$ cat src/rtl/seven_segment_scan_driver.sv
// Time-multiplexed N-digit hex display driver with
// frame-boundary double buffering of the shown value.
module seven_segment_scan_driver #(
    parameter int NUM_DIGITS     = 4,
    parameter int REFRESH_DIV    = 50000,
    parameter int SEG_ACTIVE_LOW = 1,
    parameter int AN_ACTIVE_LOW  = 1,
    parameter int LZ_BLANK       = 0
) (
    input  logic                          clk,
    input  logic                          rst_n,
    input  logic                          en,
    input  logic                          load,
    input  logic [4*NUM_DIGITS-1:0]       value,
    input  logic [NUM_DIGITS-1:0]         dp_in,
    input  logic [NUM_DIGITS-1:0]         blank,
    output logic [6:0]                    seg,
    output logic                          dp,
    output logic [NUM_DIGITS-1:0]         an,
    output logic [(NUM_DIGITS > 1 ? $clog2(NUM_DIGITS) : 1)-1:0] digit_idx,
    output logic                          frame_done
);

    localparam int   IW      = (NUM_DIGITS > 1) ? $clog2(NUM_DIGITS) : 1;
    localparam int   CW      = $clog2(REFRESH_DIV);
    localparam logic SEG_OFF = (SEG_ACTIVE_LOW != 0);
    localparam logic AN_OFF  = (AN_ACTIVE_LOW != 0);

    logic [CW-1:0]           cnt;
    logic                    tick;
    logic                    wrap;
    logic [4*NUM_DIGITS-1:0] pend_val;
    logic [NUM_DIGITS-1:0]   pend_dp;
    logic [NUM_DIGITS-1:0]   pend_blank;
    logic                    pend;
    logic [4*NUM_DIGITS-1:0] disp_val;
    logic [NUM_DIGITS-1:0]   disp_dp;
    logic [NUM_DIGITS-1:0]   disp_blank;
    logic [NUM_DIGITS-1:0]   dark;
    logic                    hz;
    logic [3:0]              nib;
    logic [6:0]              seg_on;
    logic                    dp_on;
    logic [NUM_DIGITS-1:0]   an_on;

    function automatic logic [6:0] hex7(input logic [3:0] h);
        case (h)
            4'h0: hex7 = 7'h7E;
            4'h1: hex7 = 7'h30;
            4'h2: hex7 = 7'h6D;
            4'h3: hex7 = 7'h79;
            4'h4: hex7 = 7'h33;
            4'h5: hex7 = 7'h5B;
            4'h6: hex7 = 7'h5F;
            4'h7: hex7 = 7'h70;
            4'h8: hex7 = 7'h7F;
            4'h9: hex7 = 7'h7B;
            4'hA: hex7 = 7'h77;
            4'hB: hex7 = 7'h1F;
            4'hC: hex7 = 7'h4E;
            4'hD: hex7 = 7'h3D;
            4'hE: hex7 = 7'h4F;
            4'hF: hex7 = 7'h47;
        endcase
    endfunction

    assign tick = en && (cnt == CW'(REFRESH_DIV - 1));
    assign wrap = tick && (digit_idx == IW'(NUM_DIGITS - 1));

    always_ff @(posedge clk or negedge rst_n) begin
        if (!rst_n) begin
            cnt        <= '0;
            digit_idx  <= '0;
            frame_done <= 1'b0;
        end else begin
            frame_done <= wrap;
            if (en) begin
                cnt <= tick ? '0 : cnt + CW'(1);
                if (tick)
                    digit_idx <= wrap ? '0 : digit_idx + IW'(1);
            end
        end
    end

    // Display buffer only changes at a frame wrap so a frame never tears.
    always_ff @(posedge clk or negedge rst_n) begin
        if (!rst_n) begin
            pend_val   <= '0;
            pend_dp    <= '0;
            pend_blank <= '0;
            pend       <= 1'b0;
            disp_val   <= '0;
            disp_dp    <= '0;
            disp_blank <= '0;
        end else begin
            if (wrap && pend) begin
                disp_val   <= pend_val;
                disp_dp    <= pend_dp;
                disp_blank <= pend_blank;
            end
            if (load) begin
                pend_val   <= value;
                pend_dp    <= dp_in;
                pend_blank <= blank;
                pend       <= 1'b1;
            end else if (wrap) begin
                pend       <= 1'b0;
            end
        end
    end

    always_comb begin
        dark = disp_blank;
        hz   = 1'b1;
        for (int i = NUM_DIGITS - 1; i >= 0; i--) begin
            hz = hz && (disp_val[4*i +: 4] == 4'h0);
            if (LZ_BLANK != 0 && i != 0 && hz)
                dark[i] = 1'b1;
        end
    end

    assign nib = disp_val[{digit_idx, 2'b00} +: 4];

    always_comb begin
        seg_on = '0;
        dp_on  = 1'b0;
        an_on  = '0;
        if (en) begin
            an_on[digit_idx] = 1'b1;
            if (!dark[digit_idx]) begin
                seg_on = hex7(nib);
                dp_on  = disp_dp[digit_idx];
            end
        end
    end

    // Polarity is applied only here, at the pin registers.
    always_ff @(posedge clk or negedge rst_n) begin
        if (!rst_n) begin
            seg <= {7{SEG_OFF}};
            dp  <= SEG_OFF;
            an  <= {NUM_DIGITS{AN_OFF}};
        end else begin
            seg <= seg_on ^ {7{SEG_OFF}};
            dp  <= dp_on ^ SEG_OFF;
            an  <= an_on ^ {NUM_DIGITS{AN_OFF}};
        end
    end

endmodule

$ cat config.mk
export PLATFORM = sky130hd
export DESIGN_NAME = seven_segment_scan_driver
export DESIGN_NICKNAME = d
export VERILOG_FILES = /design/src/rtl/seven_segment_scan_driver.sv
export SDC_FILE = /design/constraint.sdc
export NUM_CORES = 1
export LEC_CHECK = 0
export CORE_ASPECT_RATIO = 0.5
export CORE_UTILIZATION = 35
export CTS_CLUSTER_DIAMETER = 150
export DETAILED_ROUTE_END_ITERATION = 12
export GPL_ROUTABILITY_DRIVEN = 0
export PLACE_DENSITY = 0.54
export SKIP_CTS_REPAIR_TIMING = 1
export SLEW_MARGIN = 0
export SYNTH_ARGS = -nofsm -noshare
export SYNTH_HDL_FRONTEND = slang
export SYNTH_SLANG_ARGS = --single-unit
$ cat constraint.sdc
create_clock -name clk -period 3 [get_ports clk]
set_input_delay 0.9 -clock clk [delete_from_list [all_inputs] [get_ports clk]]
set_output_delay 0.9 -clock clk [all_outputs]
set_load 0.02 [all_outputs]
; Word level (Yosys, flattened, before mapping)
; Memory sizes are Yosys's and may differ from the RTL's.
; Cells that the tools add are included.
[word_totals]
wordCells = 45
register_bits = 80
romBits = 112
inputBits = 28
mem_count = 1
[mem_list]
columns = memory, depth, word_bits, rd, rd_clocked_by_memory_dff, wr, line
row1 = (name not given), 16, 7, 1, 0, 0, 47  ; case (h)
[classes]
add_sub_neg = 2
bitwise_logic = 3
eq_ne = 2
mux = 15
shifts = 1
reduce_logical = 6
n_lt_le_gt_ge = 2
[op_table]
columns = cell, n
row1 = 16-bit by 1-bit adder with 16-bit output (second input constant), 1
row2 = 16-bit equality test (second input constant), 1
row3 = 16-bit two-way mux, 1
row4 = 16-bit by 5-bit variable part select with 4-bit output, 1
row5 = 7-bit two-way mux, 2
row6 = 1-bit two-way mux, 7
row7 = 7-bit NOT, 1
row8 = 1-bit binary-select mux with 2-bit select, 2
row9 = 1-bit logical AND, 4
row10 = 4-bit two-way mux, 1
row11 = 4-bit NOT, 1
row12 = 2-bit by 3-bit less-than comparator with 1-bit output (second input constant), 1
row13 = 2-bit by 1-bit adder with 2-bit output (second input constant), 1
row14 = 1-bit demux with 2-bit select, 1
row15 = 2-bit equality test (second input constant), 1
row16 = 2-bit by 1-bit greater-or-equal comparator with 1-bit output (second input constant), 1
row17 = 2-bit two-way mux, 1
row18 = 2-bit AND reduction, 1
row19 = 2-bit nonzero test, 1
row20 = 1-bit NOT, 1

; Logic depth before layout (Yosys ltp)
; Gate-level depths: netlist of the first run.
[depth]
depth_word = 6
ltp_mapped = 7
ltp_nobuf = 6

; Worst setup path before layout of the first run
; OpenSTA, ideal clock, no wires.
[synth_timing]
path_kind = input-to-reg
start = input en
end = register disp_blank[0] (netlist: dark[0])
path_buffers = 2
cell_stages = 6
t_required_ns = 2.875
t_arrival_ns = 2.321
slack_ns = 0.554
path_cell_list = nand4_1 nor4_4 and3_1 buf_6 buf_12 mux2_4
[synth_via]
elab_chain_cells = 3
[synth_lines]
columns = element, line
row1 = from (decl), 12  ; input logic en,
row2 = 1-bit logical AND, 67  ; assign tick = en && (cnt == CW'(REFRESH_DIV - 1));
row3 = 1-bit logical AND, 68  ; assign wrap = tick && (digit_idx == IW'(NUM_DIGITS - 1));
row4 = 1-bit logical AND, 96  ; if (wrap && pend) begin
row5 = to (signal assigned), 99  ; disp_blank <= pend_blank;
row6 = to (decl), 38  ; logic [NUM_DIGITS-1:0] disp_blank;
; Every way passes these cells.
; A chain may end at the register's enable or synchronous reset.

; Worst setup path in the final report of the first run
[layout_timing]
start = input en
end = register disp_val[9]
[layout_via]
elab_chain_cells = 3
[layout_lines]
columns = element, line
row1 = 1-bit logical AND, 67
row2 = 1-bit logical AND, 68
row3 = 1-bit logical AND, 96
row4 = to (signal assigned), 97  ; disp_val <= pend_val;
row5 = to (decl), 36  ; logic [4*NUM_DIGITS-1:0] disp_val;
; Every way passes these cells.

==> flow_summary.ini, run 1 <==
[status]
outcome = completed

[worst_hold_path]
hold_class = register to register

[logic_synthesis]
synthCells = 256
synthesis.nets = 295
synth-edff-count = 0
synth_top_cell_by_area = dfrtp_1
synth-seq-cells = 80
syn_avg_cell_area_sq_um = 14.12
synth_seq_area_share_pct = 55.80
ys_types = 37
ys_async_sr_fraction_pct = 100.0
netlist_area_sq_mm = 0.003615
synth_top_flop_cell = dfrtp_1
yosysWarnings = 0
synthTopCellsByArea = dfrtp_1 (47%), mux2_2 (9.0%), dfstp_2 (8.7%), mux2_4 (8.3%), ha_1 (3.8%)
synth.top_cell.area_share_pct = 47.08

[timing]
fin_skew_ns = 0.005211
fin_crit_ns = 2.489
rsz0062_at_grt = no
slew_violations = 0
finalSetupViolations = 0
fin_setup_tns_ns = 0
max_freq_ghz = 0.4018
post-route-period-util_pct = 82.97
finalHoldViolCount = 0
slew_headroom_pct = 65.55
tightest_slew_ns = 0.5121

[layout]
drive_gt1_share_pct = 31.51
diodes = 0
multi_input_comb_area_sq_mm = 0.001481
instances_no_fill = 446
area_growth_pct = 24.99
fillers = 864
seq_area_sq_mm = 0.002017
final_nets = 346

[worst_setup_path]
endpoint_kind = register
required_ns = 3.21
critPathKind = input port to register
crit_arrival_ns = 2.70
crit_path_start_kind = input port
cp_max_fo = 24

[die]
die_w_um = 145.7
die_h_um = 73.86
pin_count = 43
die_area_sq_mm = 0.01076
rows = 25
initial_core_util_pct = 37.16
core_sq_mm = 0.009728

[clocking]
clock_path_buffers = 2
cts-root-buf = clkbuf_16
clock_sink_count = 80
htree_num_levels = 3
cts_tree = built
clock_latency_ns = 0.33
numCtsBuffers = 9
cts.clk_slew.worst_paths_ns = 0.06

[place]
dp.cells = 431
io_buffers = 42
hpwl_mm = 4.634

[drt]
wl_per_cell_um = 14.93
dr.pass1.iters = 4
drc = 0
vias = 2101
via_per_inst = 4.711
drt_wl_total_mm = 6.661
final_antenna_net_count = 0
first_iter_violations = 150

[grt]
grt_pass1_vias = 2203
track_usage_pct = 14.03
busiest_layer = met2
grt-ovfl-total = 0
grt_max_degree = 47
grt_pass1_wl_mm = 11.39
grt_use_met2_pct = 23.18
grt_use_met3_pct = 3.478
grtUsageMet1_pct = 17.96
antenna_found_initial = 0

[pwr]
peakVddDrop_mv = 0.3352
power-per-cell-area_mw_per_mm2 = 569.6
leakage_nw = 1.984

[job]
cap_violations = 0
-- path summary, 6_finish.rpt --
| kind | start | end | slack, ns | depth (start not counted) |
|---|---|---|---|---|
| min reg2reg | pend | pend | 0.48 | 1 |
| max | en | disp_val[9] | 0.51 | 6 |
| max reg2reg | digit_idx[0] | seg[3] | 0.74 | 7 |
| min | pend | pend | 0.48 | 1 |
| min in group asynchronous | rst_n | pend_dp[0] | 0.52 | 1 |
| max in group asynchronous | rst_n | seg[3] | 1.81 | 2 |
-- cell families (layout without fill, tap and decap cells) --
kind of cell,Yosys count,in the layout,synth area share [%]
xor gates and xnor gates,12,12,2.908
buffers and inverters,20,75,3.219
muxes,58,58,21.91
AOI/OAI and AO/OA,17,17,3.254
adders and majority gates,11,11,3.807
and+or+nand+nor,58,58,9.103
DFF,80,80,55.80
-- routing by layer --
layer  share of wire [%]  vias up
met2                  48       25
met5                   0        -
met3                 2.9        7
li1                    -     1010
met1                  48     1059
met4                 1.2        0
-- synthesized netlist by cell type, types with 5 or more instances --
cell and number:
xor2_1 7, xnor2_1 5, clkbuf_1 7, ha_1 11, nor2_1 11, nand2_1 16
dfstp_2 12, inv_1 9, dfrtp_1 68, mux2_2 29, mux2_4 20, nand4_1 7
nand3_1 5, mux4_2 6
-- critical path, cell delays in order --
cell and delay (ns):
clkdlybuf4s50_1 0.47, nand4_1 0.16, nor4_4 0.33, and3_1 0.24, buf_12 0.22, mux2_2 0.36
-- state kept, by name, indices dropped and copies added, names as in the netlist --
signal	flops
pend_blank	4
digit_idx	2
dark	4
frame_done	1
pend	1
pend_val	16
disp_val	16
cnt	16
an	4
pend_dp	4
disp_dp	4
seg	7
dp	1
-- cells in the final DEF, fill, tap and decap left out, types with 4 or more instances in the layout --
cell type        instances
mux2_2                  29
and3_1                   4
xnor2_1                  5
dfstp_2                 12
nand3_1                  5
mux2_4                  20
o21ai_0                  4
clkbuf_16                9
mux4_2                   6
nand4_1                  7
buf_4                    8
ha_1                    11
o221ai_1                 4
nand2_1                 16
inv_1                    9
dfrtp_1                 68
xor2_1                   7
clkdlybuf4s50_1         41
nor2_1                  11
nor4_1                   4
-- power breakdown --
part,internal [mW],switching [mW],total (mW)
combinational,0.125,0.106,0.230
sequential,1.16,0.0731,1.24
clock,0.705,0.401,1.11
-- cell type report --
class / count / share of cell area [%]
clock buffer: 12 / 5.899
clock inverter: 3 / 0.8862
inverter: 9 / 0.7477
multi-input combinational: 156 / 32.79
sequential: 80 / 44.64
tap: 135 / 3.739
timing repair buffer: 51 / 11.30
-- per-stage QoR --
step,worst slack (ns),hold slack [ns],power (mW),cell area (sq um),util [%]
2_1_floorplan,0.5537,0.4363,1.371,3615,-
3_3_place_gp,0.1851,0.4544,1.481,4212,43.29
3_5_place_dp,0.1559,0.4640,1.492,4212,43.29
4_1_cts,0.4996,0.4764,2.616,4518,46.44
5_1_grt,0.4407,0.4941,2.696,4518,46.44
6_report,0.5109,0.4761,2.574,4518,46.44
Note: power is estimated with default switching activity, not from simulation.
==> inputs of run 2 (changes only) <==
--- a/config.mk
+++ b/config.mk
@@ -10,7 +10,7 @@
 export CTS_CLUSTER_DIAMETER = 150
 export DETAILED_ROUTE_END_ITERATION = 12
 export GPL_ROUTABILITY_DRIVEN = 0
-export PLACE_DENSITY = 0.54
+export PLACE_DENSITY = 0.56
 export SKIP_CTS_REPAIR_TIMING = 1
 export SLEW_MARGIN = 0
 export SYNTH_ARGS = -nofsm -noshare
==> constraint.sdc (replaced) <==
create_clock -name clk -period 2.15 [get_ports clk]
set_input_delay 0.645 -clock clk [delete_from_list [all_inputs] [get_ports clk]]
set_output_delay 0.645 -clock clk [all_outputs]
set_load 0.02 [all_outputs]
==> run 2 against run 1 <==
Compared with the run above: the flow now finishes with violations (negative setup slack); clock-buffer cell count shrank 2; combinational power up 77%; clock power up 38%; flip-flop and latch count stayed put; wire length up 3.2%; final area up 6.1%; largest cell class unchanged; via count increased by 4.7%; setup slack got worse by 0.55 ns; largest power group unchanged.
==> flow_summary.ini, run 2 (same netlist as run 1, synthesis figures left out) <==
[drt]
final_antenna_net_count = 0
vias = 2200
wl_per_cell_um = 14.59
drt_wl_total_mm = 6.871
dr.pass1.iters = 4
via_per_inst = 4.671
first_iter_violations = 135
drc = 0

[pwr]
p_int_mw = 2.760
power-per-cell-area_mw_per_mm2 = 759.7
switchingPower_uw = 880.8
clockPowerShare_pct = 42.0
peakVddDrop_mv = 0.3653
combPwrFrac_pct = 11.2
swShare_pct = 24.20
power_frac_seq_pct = 46.9
leakage_nw = 2.141

[timing]
post-route-period-util_pct = 101.6
fin_skew_ns = 0.006535
finalHoldViolCount = 0
tightest_slew_ns = 0.4484
slew_violations = 0
slew_headroom_pct = 70.11
setup_slack_ns = -0.03540
finalSetupViolations = 24
fin_crit_ns = 2.185
rsz0062_at_grt = yes
max_freq_ghz = 0.4576
holdWs_ns = 0.2526

[worst_setup_path]
crit_arrival_ns = 2.41
required_ns = 2.37
critPathKind = register to register
path_delay_family = simple AND/OR/NAND/NOR gates
cp_slowest_cell = or4b_4
crit_buf_inv = 1
endpoint_kind = register
cpPeakStageDelay_ns = 0.58
cp_max_fo = 6
path_cells = or4b_4 -> nor4_4 -> and3_4 -> clkbuf_16 -> mux2_4
crit_path_start_kind = register

[grt]
grt-ovfl-total = 0
antenna_found_initial = 0
grt_pass1_wl_mm = 11.51
grt_max_degree = 48
grt_pass1_vias = 2279
track_usage_pct = 14.12

[clocking]
cts.clk_slew.worst_paths_ns = 0.06
clock_latency_ns = 0.34
cts_tree = built
cts-root-buf = clkbuf_16
clock_path_buffers = 2
numCtsBuffers = 9
clock_sink_count = 80
htree_num_levels = 3

[die]
die_area_sq_mm = 0.01076
core_sq_mm = 0.009728
initial_core_util_pct = 37.16
pin_count = 43
die_h_um = 73.86
rows = 25
die_w_um = 145.7

[layout]
drive_gt1_share_pct = 37.20
fillers = 849
mostFrequentLayoutCells = dfrtp_1 (68), clkdlybuf4s50_1 (39), buf_4 (27)
reg.largest.list = cnt (16), disp_val (16), pend_val (16)
final_common_cell = dfrtp_1
area_growth_pct = 32.57
diodes = 0
multi_input_comb_area_sq_mm = 0.001511
seq_area_sq_mm = 0.002017
final_nets = 370

[place]
io_buffers = 42
hpwl_mm = 4.598
dp_slack_ns = -0.4291

[status]
outcome = complete, but fails checks
violations = negative setup slack

[job]
cap_violations = 0

[worst_hold_path]
hold_class = input port to asynchronous set/reset pin
## run 2: changes by cell type in the layout (fill, tap and decap cells not counted), sizes merged
cell / change
buf: +22
clkdlybuf4s50: -2
dlymetal6s2s: +2
clkinv: +1
clkinvlp: +1
inv: +1
## run 2: cell type report
cell class                      count  share of cell area, %
Tap cell                          135                  3.525
Multi-Input combinational cell    156                  31.54
Sequential cell                    80                  42.09
Clock buffer                       10                  4.778
Timing Repair Buffer               75                  15.93
Inverter                            9                 0.7050
Clock inverter                      6                  1.436
## run 2: routing by layer
metal | GRT usage, % | up-vias | part of all wire, %
li1 | - | 1066 | -
met1 | 18.37 | 1100 | 49
met2 | 22.43 | 27 | 47
met3 | 4.472 | 7 | 2.9
met4 | 4.912 | 0 | 1.1
met5 | 0 | - | 0
## run 2: power groups by stage
stage                     combinational [mW]  sequential [mW]  clock [mW]
after CTS                              0.414             1.71        1.56
final                                  0.407             1.71        1.53
after global placement                 0.405             1.73           0
after floorplan                        0.181             1.73           0
after detailed placement               0.413             1.73           0
after global routing                   0.459             1.72        1.63
## run 2: per-stage QoR
step	cells	utilization [%]	setup TNS, ns	power, mW	instance area [sq um]
finish	471	49.26	-0.4208	3.640	4792
global route	471	49.26	-1.874	3.817	4792
CTS	465	48.00	-1.646	3.682	4669
detailed placement	449	44.94	-11.23	2.147	4372
global placement	449	44.94	-10.92	2.135	4372
floorplan	256	-	-2.045	1.913	3615
## run 2: worst paths after layout
check                                end  slack, ns    start  cells after the start
max reg2reg                  disp_val[0]      -0.04  cnt[10]                      5
max in group asynchronous         seg[0]       1.24    rst_n                      2
min in group clk                    pend       0.48     pend                      1
max                          disp_val[0]      -0.04  cnt[10]                      5
min                        pend_blank[2]       0.25    rst_n                      1
min reg2reg                         pend       0.48     pend                      1
==> inputs of run 3 (changes only) <==
--- a/config.mk
+++ b/config.mk
@@ -6,11 +6,12 @@
 export NUM_CORES = 1
 export LEC_CHECK = 0
 export CORE_ASPECT_RATIO = 0.5
-export CORE_UTILIZATION = 35
+export CORE_UTILIZATION = 45
 export CTS_CLUSTER_DIAMETER = 150
 export DETAILED_ROUTE_END_ITERATION = 12
 export GPL_ROUTABILITY_DRIVEN = 0
-export PLACE_DENSITY = 0.56
+export MAX_ROUTING_LAYER = met4
+export PLACE_DENSITY = 0.69
 export SKIP_CTS_REPAIR_TIMING = 1
 export SLEW_MARGIN = 0
 export SYNTH_ARGS = -nofsm -noshare
==> run 3 against run 2 <==
Compared with the run above: the flow still finishes with violations (negative setup slack); first-iteration DRC count shrank 41%; clock power is 6% higher; non-clock buffer count did not move; final area decreased by 1.4%; critical path depth unchanged; flip-flop and latch count did not move; via count up 3.7%; fmax decreased by 0.20%; critical endpoint is now disp_val[9]; largest cell class unchanged; largest power group unchanged.
==> flow_summary.ini, run 3 (same netlist as run 1, synthesis figures left out) <==
[grt]
grt_pass1_wl_mm = 11.49
grt_pass1_vias = 2353
grt_use_met2_pct = 29.32
track_usage_pct = 18.73
grtUsageMet1_pct = 23.50
grt_use_met3_pct = 4.723
grt_max_degree = 38
busiest_layer = met2
antenna_found_initial = 0
grt-ovfl-total = 0

[status]
violations = negative setup slack
outcome = complete, but fails checks

[worst_setup_path]
endpoint_kind = register
path_cells = or4bb_4 -> nor4_4 -> and3_4 -> buf_12 -> mux2_2
crit_arrival_ns = 2.41
crit-reg2reg-launch = cnt[13]
r2r-end = disp_val[9]
cp_slowest_cell = or4bb_4
cpPeakStageDelay_ns = 0.59
critPathKind = register to register
reg2reg_depth = 5
crit_path_start_kind = register
cp_max_fo = 12
r2r_slack_ns = -0.04
required_ns = 2.37

[timing]
slew_headroom_pct = 73.53
max_freq_ghz = 0.4566
fin_skew_ns = 0.006488
tightest_slew_ns = 0.3970
slew_violations = 0
post-route-period-util_pct = 101.9
fin_crit_ns = 2.190
finalHoldViolCount = 0
setup_slack_ns = -0.03987
rsz0062_at_grt = yes
finalSetupViolations = 24

[pwr]
peakVddDrop_mv = 0.4315
power-per-cell-area_mw_per_mm2 = 791.8
finalPower_mw = 3.743
leakage_nw = 2.118

[die]
initial_core_util_pct = 47.93
die_area_sq_mm = 0.008417
rows = 22
die_w_um = 128.8
pin_count = 43
die_h_um = 65.38
core_sq_mm = 0.007542

[drt]
wl_per_cell_um = 15.23
dr.pass1.iters = 4
drt_wl_total_mm = 6.760
vias = 2282
via_per_inst = 5.140
first_iter_violations = 79
final_antenna_net_count = 0
drc = 0

[clocking]
clock_sink_count = 80
cts_tree = built
clock_path_buffers = 2
cts.clk_slew.worst_paths_ns = 0.06
clock_latency_ns = 0.33
numCtsBuffers = 9
htree_num_levels = 3
cts-root-buf = clkbuf_16

[layout]
final_common_cell = dfrtp_1
drive_gt1_share_pct = 37.20
mostFrequentLayoutCells = dfrtp_1 (67), clkdlybuf4s50_1 (41), buf_4 (30)
diodes = 0
instances_no_fill = 444
reg.largest.list = cnt (16), disp_val (16), pend_val (16)
fillers = 594
final_nets = 370
area_growth_pct = 30.77

[place]
dp.cells = 426
io_buffers = 42
hpwl_mm = 4.754

[worst_hold_path]
hold_class = input port to asynchronous set/reset pin

[job]
cap_violations = 0
[run 3: worst max-delay path: cells and delay by family, from the launching register on]
family	cells	cell delay [ns]
muxes	1	0.34
and+or+nand+nor	3	1.19
DFF	1	0.39
buffers and inverters	1	0.16
[run 3: worst max-delay path by stage]
stage,cells past startpoint,endpoint,start,slack (ns)
2_1_floorplan,6,dark[0],cnt[12],-0.10
3_3_place_gp,6,disp_val[11],en,-0.41
3_5_place_dp,6,disp_val[11],en,-0.47
4_1_cts,6,disp_val[11],en,-0.13
5_1_grt,5,disp_val[9],cnt[13],-0.11
6_report,5,disp_val[9],cnt[13],-0.04
[run 3: final cells by class]
cell class	count	area, sq um	area share, %
Inverter	9	33.78	0.7147
Multi-Input combinational cell	156	1493	31.58
Timing Repair Buffer	75	720.7	15.25
Sequential cell	80	2018	42.69
Tap cell	108	135.1	2.859
Clock buffer	13	280.3	5.929
Clock inverter	3	46.29	0.9794
[run 3: report_power, final]
group	switching, mW	total (mW)	internal [mW]
Clock	0.595	1.62	1.03
Combinational	0.181	0.414	0.233
Sequential	0.0793	1.70	1.62
Total	0.855	3.74	2.89
[run 3: per-layer routing]
metal,vias to the layer above,part of all wire [%],routed length (um)
met2,30,48,3276
met3,12,2.9,194
li1,1068,-,-
met4,0,1.5,99
met5,-,0,0
met1,1172,47,3191
[run 3: through the flow]
stage               util (%)  setup TNS, ns  setup slack [ns]  hold slack, ns  area, sq um
CTS                    62.08         -2.553           -0.1325          0.2409         4682
global route           62.67         -2.168           -0.1101          0.2594         4727
floorplan                  -         -2.045           -0.1023          0.3494         3615
finish                 62.67        -0.5468          -0.03987          0.2385         4727
global placement       57.75         -10.80           -0.4129          0.4532         4355
detailed placement     57.75         -12.54           -0.4730          0.4639         4355
